[config.mk]
export PLATFORM = sky130hd
export DESIGN_NAME = switch_debouncer
export DESIGN_NICKNAME = d
export VERILOG_FILES = /design/src/rtl/sw_pkg.sv /design/src/rtl/debounce_bit.sv /design/src/rtl/switch_debouncer.sv
export SDC_FILE = /design/constraint.sdc
export NUM_CORES = 1
export LEC_CHECK = 0
export CAP_MARGIN = 25
export CORE_MARGIN = 10
export CORE_UTILIZATION = 35
export DETAILED_ROUTE_END_ITERATION = 12
export PLACE_DENSITY = 0.64
export SLEW_MARGIN = 20
export SYNTH_ARGS = -nofsm -noshare
export SYNTH_HDL_FRONTEND = slang
export SYNTH_HIERARCHICAL = 1
export SYNTH_SLANG_ARGS = --single-unit
[constraint.sdc]
create_clock -name clk -period 13.1 [get_ports clk]
set_input_delay 2.62 -clock clk [delete_from_list [all_inputs] [get_ports clk]]
set_output_delay 2.62 -clock clk [all_outputs]
set_load 0.01 [all_outputs]
[src/rtl/sw_pkg.sv]
// Shared constants for the DIP-switch input path: the debouncer and the switch reader.
package sw_pkg;

  localparam int unsigned SW_WIDTH          = 64;
  localparam logic        SW_IDLE_LEVEL     = 1'b1;
  localparam int unsigned SW_TICK_DIV       = 50000;
  localparam int unsigned SW_STABLE_SAMPLES = 4;

endpackage

[src/rtl/debounce_bit.sv]
// One switch bit: two-flop synchroniser, sample history and debounced level register.
// The toggle output is combinational and is meant to be registered by the caller.
module debounce_bit
  import sw_pkg::*;
#(
  parameter int unsigned STABLE_SAMPLES = SW_STABLE_SAMPLES
) (
  input  logic clk,
  input  logic rst,
  input  logic tick,
  input  logic raw,
  output logic level,
  output logic tog
);

  logic                      sync1_q;
  logic                      sync2_q;
  logic [STABLE_SAMPLES-2:0] hist_q;
  logic [STABLE_SAMPLES-1:0] nxt;
  logic                      level_q;
  logic                      level_d;

  always_comb begin
    nxt     = {hist_q, sync2_q};
    level_d = level_q;
    if (tick) begin
      if (&nxt) begin
        level_d = 1'b1;
      end else if (~|nxt) begin
        level_d = 1'b0;
      end
    end
  end

  assign tog   = level_d ^ level_q;
  assign level = level_q;

  always_ff @(posedge clk) begin
    if (!rst) begin
      sync1_q <= SW_IDLE_LEVEL;
      sync2_q <= SW_IDLE_LEVEL;
      hist_q  <= {(STABLE_SAMPLES - 1){SW_IDLE_LEVEL}};
      level_q <= SW_IDLE_LEVEL;
    end else begin
      sync1_q <= raw;
      sync2_q <= sync1_q;
      if (tick) begin
        hist_q <= nxt[STABLE_SAMPLES-2:0];
      end
      level_q <= level_d;
    end
  end

endmodule

[src/rtl/switch_debouncer.sv]
// Debounces WIDTH raw switch pins with a shared sample tick and reports every
// debounced transition as a sticky mask and a one-cycle pulse.
module switch_debouncer
  import sw_pkg::*;
#(
  parameter int unsigned WIDTH          = SW_WIDTH,
  parameter int unsigned TICK_DIV       = SW_TICK_DIV,
  parameter int unsigned STABLE_SAMPLES = SW_STABLE_SAMPLES
) (
  input  logic             clk,
  input  logic             rst,
  input  logic [WIDTH-1:0] sw_raw,
  input  logic             clear,
  output logic [WIDTH-1:0] sw_out,
  output logic [WIDTH-1:0] change_mask,
  output logic             change_pulse
);

  localparam int unsigned CntW = $clog2(TICK_DIV + 1);

  logic [CntW-1:0]  cnt_q;
  logic             tick;
  logic [WIDTH-1:0] tog;
  logic [WIDTH-1:0] change_mask_q;
  logic             change_pulse_q;

  assign tick = (cnt_q == CntW'(TICK_DIV - 1));

  always_ff @(posedge clk) begin
    if (!rst) begin
      cnt_q <= '0;
    end else if (tick) begin
      cnt_q <= '0;
    end else begin
      cnt_q <= cnt_q + CntW'(1);
    end
  end

  for (genvar i = 0; i < WIDTH; i++) begin : g_bit
    debounce_bit #(
      .STABLE_SAMPLES(STABLE_SAMPLES)
    ) u_bit (
      .clk  (clk),
      .rst  (rst),
      .tick (tick),
      .raw  (sw_raw[i]),
      .level(sw_out[i]),
      .tog  (tog[i])
    );
  end

  // A toggle landing in the same cycle as clear must survive the clear.
  always_ff @(posedge clk) begin
    if (!rst) begin
      change_mask_q  <= '0;
      change_pulse_q <= 1'b0;
    end else begin
      change_mask_q  <= (clear ? '0 : change_mask_q) | tog;
      change_pulse_q <= |tog;
    end
  end

  assign change_mask  = change_mask_q;
  assign change_pulse = change_pulse_q;

endmodule

==> reports/results.ini <==
[run_status]
status = finished, final reports clean

[setup_path]
critical_path.startpoint_type = flop
r2r-start = cnt_q[0]
critical-path-slowest-cell = buf_4
cp-startpoint = cnt_q[0]
setup.worst_path.end_class = flop
critical_path.reg2reg.endpoint = change_pulse
timing.critical_path.to = change_pulse
cp_num_cells = 12
worst-path-buf-inv = 3
crit_path_max_incr_delay_ns = 0.85
timing.reg2reg.setup_slack_ns = 8.29
crit_type = flop to flop
critPathTopFamily = buffers and inverters
crit_arrival_ns = 5.33
cp_max_fo = 116
r2r.worst_path.cells = 12
critical_path.cell_chain = ha_1, and3_1, nand4_1, inv_8, buf_4, buf_4, nand2b_2, or4_1, mux2i_1, nor4_1, nand4_1, o41a_1
cp.required_ns = 13.62

[logic_synthesis]
yosys_warnings = 6
synthFlopType = dfxtp_1
mappedNetlistArea_um2 = 17200
synthesis.nets = 1715
synth_area_leader_cell = dfxtp_1
top_cells_by_area_in_the_synthesized_netlist = dfxtp_1, mux2i_1, nand2b_1, nand2_1, nand3_1
yosysSeqAreaShare_pct = 54.2
post-synth-top-area-fraction_pct = 54.2
postSynthAreaPerCell_um2 = 10.4
yosys.cell_count.top_type = dfxtp_1
ys_seq_elements = 465
syn-instance-count = 1647
synth_enable_flop_cells = 0
synth_top_cells_by_count = dfxtp_1, nand2_1, mux2i_1
synth_cell_type_count = 31
asyncSetResetFlopFracSynth_pct = 0

[power_and_ir_drop]
pwr_density_cell_nw_per_um2 = 137
pwr-share-seq_pct = 48.5
power.combinational.fraction_pct = 2.1
switching_share_pct = 21.2
cell_internal_pwr_mw = 2.35
leakage_nw = 7.80
power.ir.vdd_worst_uv = 83.9
switchingPower_uw = 631
share_clk_of_total_power_pct = 49.4

[detailed_routing]
drtIter0Drc = 575
total_drc_errors_in_the_routed_layout = 0
drt-vias-per-instance = 4.92
detailedRoute.firstPassIterationCount = 4
totalWireLength_um = 38900
route.antenna.remaining_nets = 0
routed-via-count = 12800
wire_per_inst_um = 15.0

[global_route]
first_global_vias = 12300
globalRoute.totalOverflow = 0
maximum_number_of_pins_on_one_net_before_global_route_repair = 194
antenna_found_initial = 0
gr-usage-all-layers_pct = 12.9
global_route_wire_length_before_repair_um = 63800

[floorplan]
design.die.area_um2 = 58300
die_height_um = 242
core-area_um2 = 48700
std_cell_rows = 81
initial_utilization_pct = 35.2
boundaryPins = 196
die-width_um = 242

[clock_tree]
tritoncts = yes
path_clk_slew_ns = 0.06
cts_repair_resize_count = 0
cts_hold_buf = 0
clock_tree.buffer_depth = 3
cts.sink_count = 465
htree_num_levels = 2
root_buffer = clkbuf_16
cts_post_setup_buffers_inserted = 0
tritoncts.num_buffers = 51
worst_skew_pair.late_latency_ns = 0.59

[layout]
final_layout_size_suffix_gt1_share_pct = 8.57
multi_input_area_um2 = 7790
sequential_cell_area_um2 = 9310
antenna_cells = 0
numnets_final = 1952
post-route-util_pct = 44.6
area_delta_synth_final_pct = 26.5
fill_cells = 4618

[sta]
rsz_0062_raised_after_global_routing = false
slew_at_the_pin_closest_to_its_max_slew_limit_ns = 1.03
max_slew_margin_pct = 31.6
finalClockSkew_ns = 0.0116
setup_viol_count_final = 0
setup_tns_ns = 0
shortest_period_the_worst_path_allows_ns = 4.81
finalCritPeriodShare_pct = 36.7
slew_viol_final = 0
finalHoldViolCount = 0
fmax_mhz = 208

[placement]
io_buffer_count = 195
gpl_congestion = 0.748
dp_hpwl_um = 25300

[hold_path]
path_class_of_the_lowest_slack_min_delay_path = flop to flop
cell_depth_of_the_worst_min_delay_path = 1

[flow_run]
drv_cap = 0

how the worst min path moves through the flow:
| stage | start | to | slack (ns) |
|---|---|---|---|
| global placement | g_bit[8].u_bit/sync1_q | g_bit[8].u_bit/sync2_q | 0.39 |
| global route | g_bit[14].u_bit/sync1_q | g_bit[14].u_bit/sync2_q | 0.42 |
| CTS | g_bit[34].u_bit/sync1_q | g_bit[34].u_bit/sync2_q | 0.41 |
| finish | g_bit[42].u_bit/sync1_q | g_bit[42].u_bit/sync2_q | 0.40 |
| detailed placement | g_bit[34].u_bit/sync1_q | g_bit[34].u_bit/sync2_q | 0.39 |
| floorplan | g_bit[0].u_bit/sync1_q | g_bit[0].u_bit/sync2_q | 0.39 |
metrics by stage:
| step | power (mW) | instances | setup slack [ns] | cell area, um2 | hold slack (ns) |
|---|---|---|---|---|---|
| 2_1_floorplan | 1.49 | 1647 | 4.13 | 17200 | 0.386 |
| 3_3_place_gp | 1.54 | 2495 | 8.12 | 20000 | 0.389 |
| 3_5_place_dp | 1.54 | 2495 | 8.06 | 20000 | 0.392 |
| 4_1_cts | 3.03 | 2590 | 8.15 | 21700 | 0.406 |
| 5_1_grt | 3.10 | 2590 | 7.81 | 21700 | 0.418 |
| 6_report | 2.98 | 2590 | 8.29 | 21700 | 0.402 |
layout by cell type, fill, tap and decap left out, types with 4 or more instances in the layout:
| cell type | Yosys | final |
|---|---|---|
| dfxtp_1 | 465 | 465 |
| nand2_1 | 195 | 195 |
| clkdlybuf4s50_1 | 0 | 193 |
| mux2i_1 | 192 | 192 |
| nand3_1 | 132 | 132 |
| nand2b_1 | 128 | 128 |
| and3_1 | 66 | 66 |
| o21ai_0 | 65 | 65 |
| nor2b_1 | 64 | 64 |
| o21a_1 | 64 | 64 |
| nand2b_2 | 64 | 64 |
| or4_1 | 64 | 64 |
| o41ai_1 | 64 | 64 |
| clkbuf_16 | 0 | 52 |
| nor4_1 | 16 | 16 |
| clkbuf_8 | 0 | 14 |
| nor2_1 | 13 | 13 |
| xor2_1 | 12 | 12 |
| clkinv_2 | 0 | 12 |
| nand4_1 | 10 | 10 |
| clkinvlp_4 | 0 | 6 |
| buf_4 | 0 | 5 |
| and4_1 | 4 | 4 |
| clkbuf_1 | 12 | 4 |
| bufinv_16 | 0 | 4 |
layer usage:
| layer | GRT usage (%) | share of wire [%] |
|---|---|---|
| met5 | 0 | 0 |
| met4 | 4.19 | 2.2 |
| met3 | 3.58 | 5.7 |
| met2 | 20.4 | 46 |
| met1 | 16.6 | 47 |
kinds of logic after synthesis:
logic type	count (synthesis)	synth area share, %
flops	465	54.2
simple gates	763	25.4
mux	192	11.2
buf+inv	18	0.444
fa+ha+maj	1	0.0728
compound gates	195	8.05
xor+xnor	13	0.663
sequential cells by signal, indices dropped and copies added, names as in the netlist:
register and count:
g_bit.u_bit/hist_q 192, g_bit.u_bit/level 64, change_pulse 1, change_mask 64, cnt_q 16, g_bit.u_bit/sync1_q 64, g_bit.u_bit/sync2_q 64
cell type report:
cell class / count / share of cell area (%)
well taps: 664 / 3.83
repair buffers: 201 / 9.25
clock buffers: 70 / 6.95
multi-input cells: 1164 / 35.9
flip-flops and latches: 465 / 42.9
inverters: 1 / 0.0518
clock inverters: 25 / 1.19
power groups by stage:
stage	Clock, mW	Combinational (mW)	Sequential, mW
floorplan	0	0.0205	1.47
global placement	0	0.0640	1.47
detailed placement	0	0.0643	1.47
CTS	1.52	0.0645	1.44
global route	1.58	0.0697	1.45
finish	1.47	0.0630	1.44
Power figures use the tool's default switching activity.
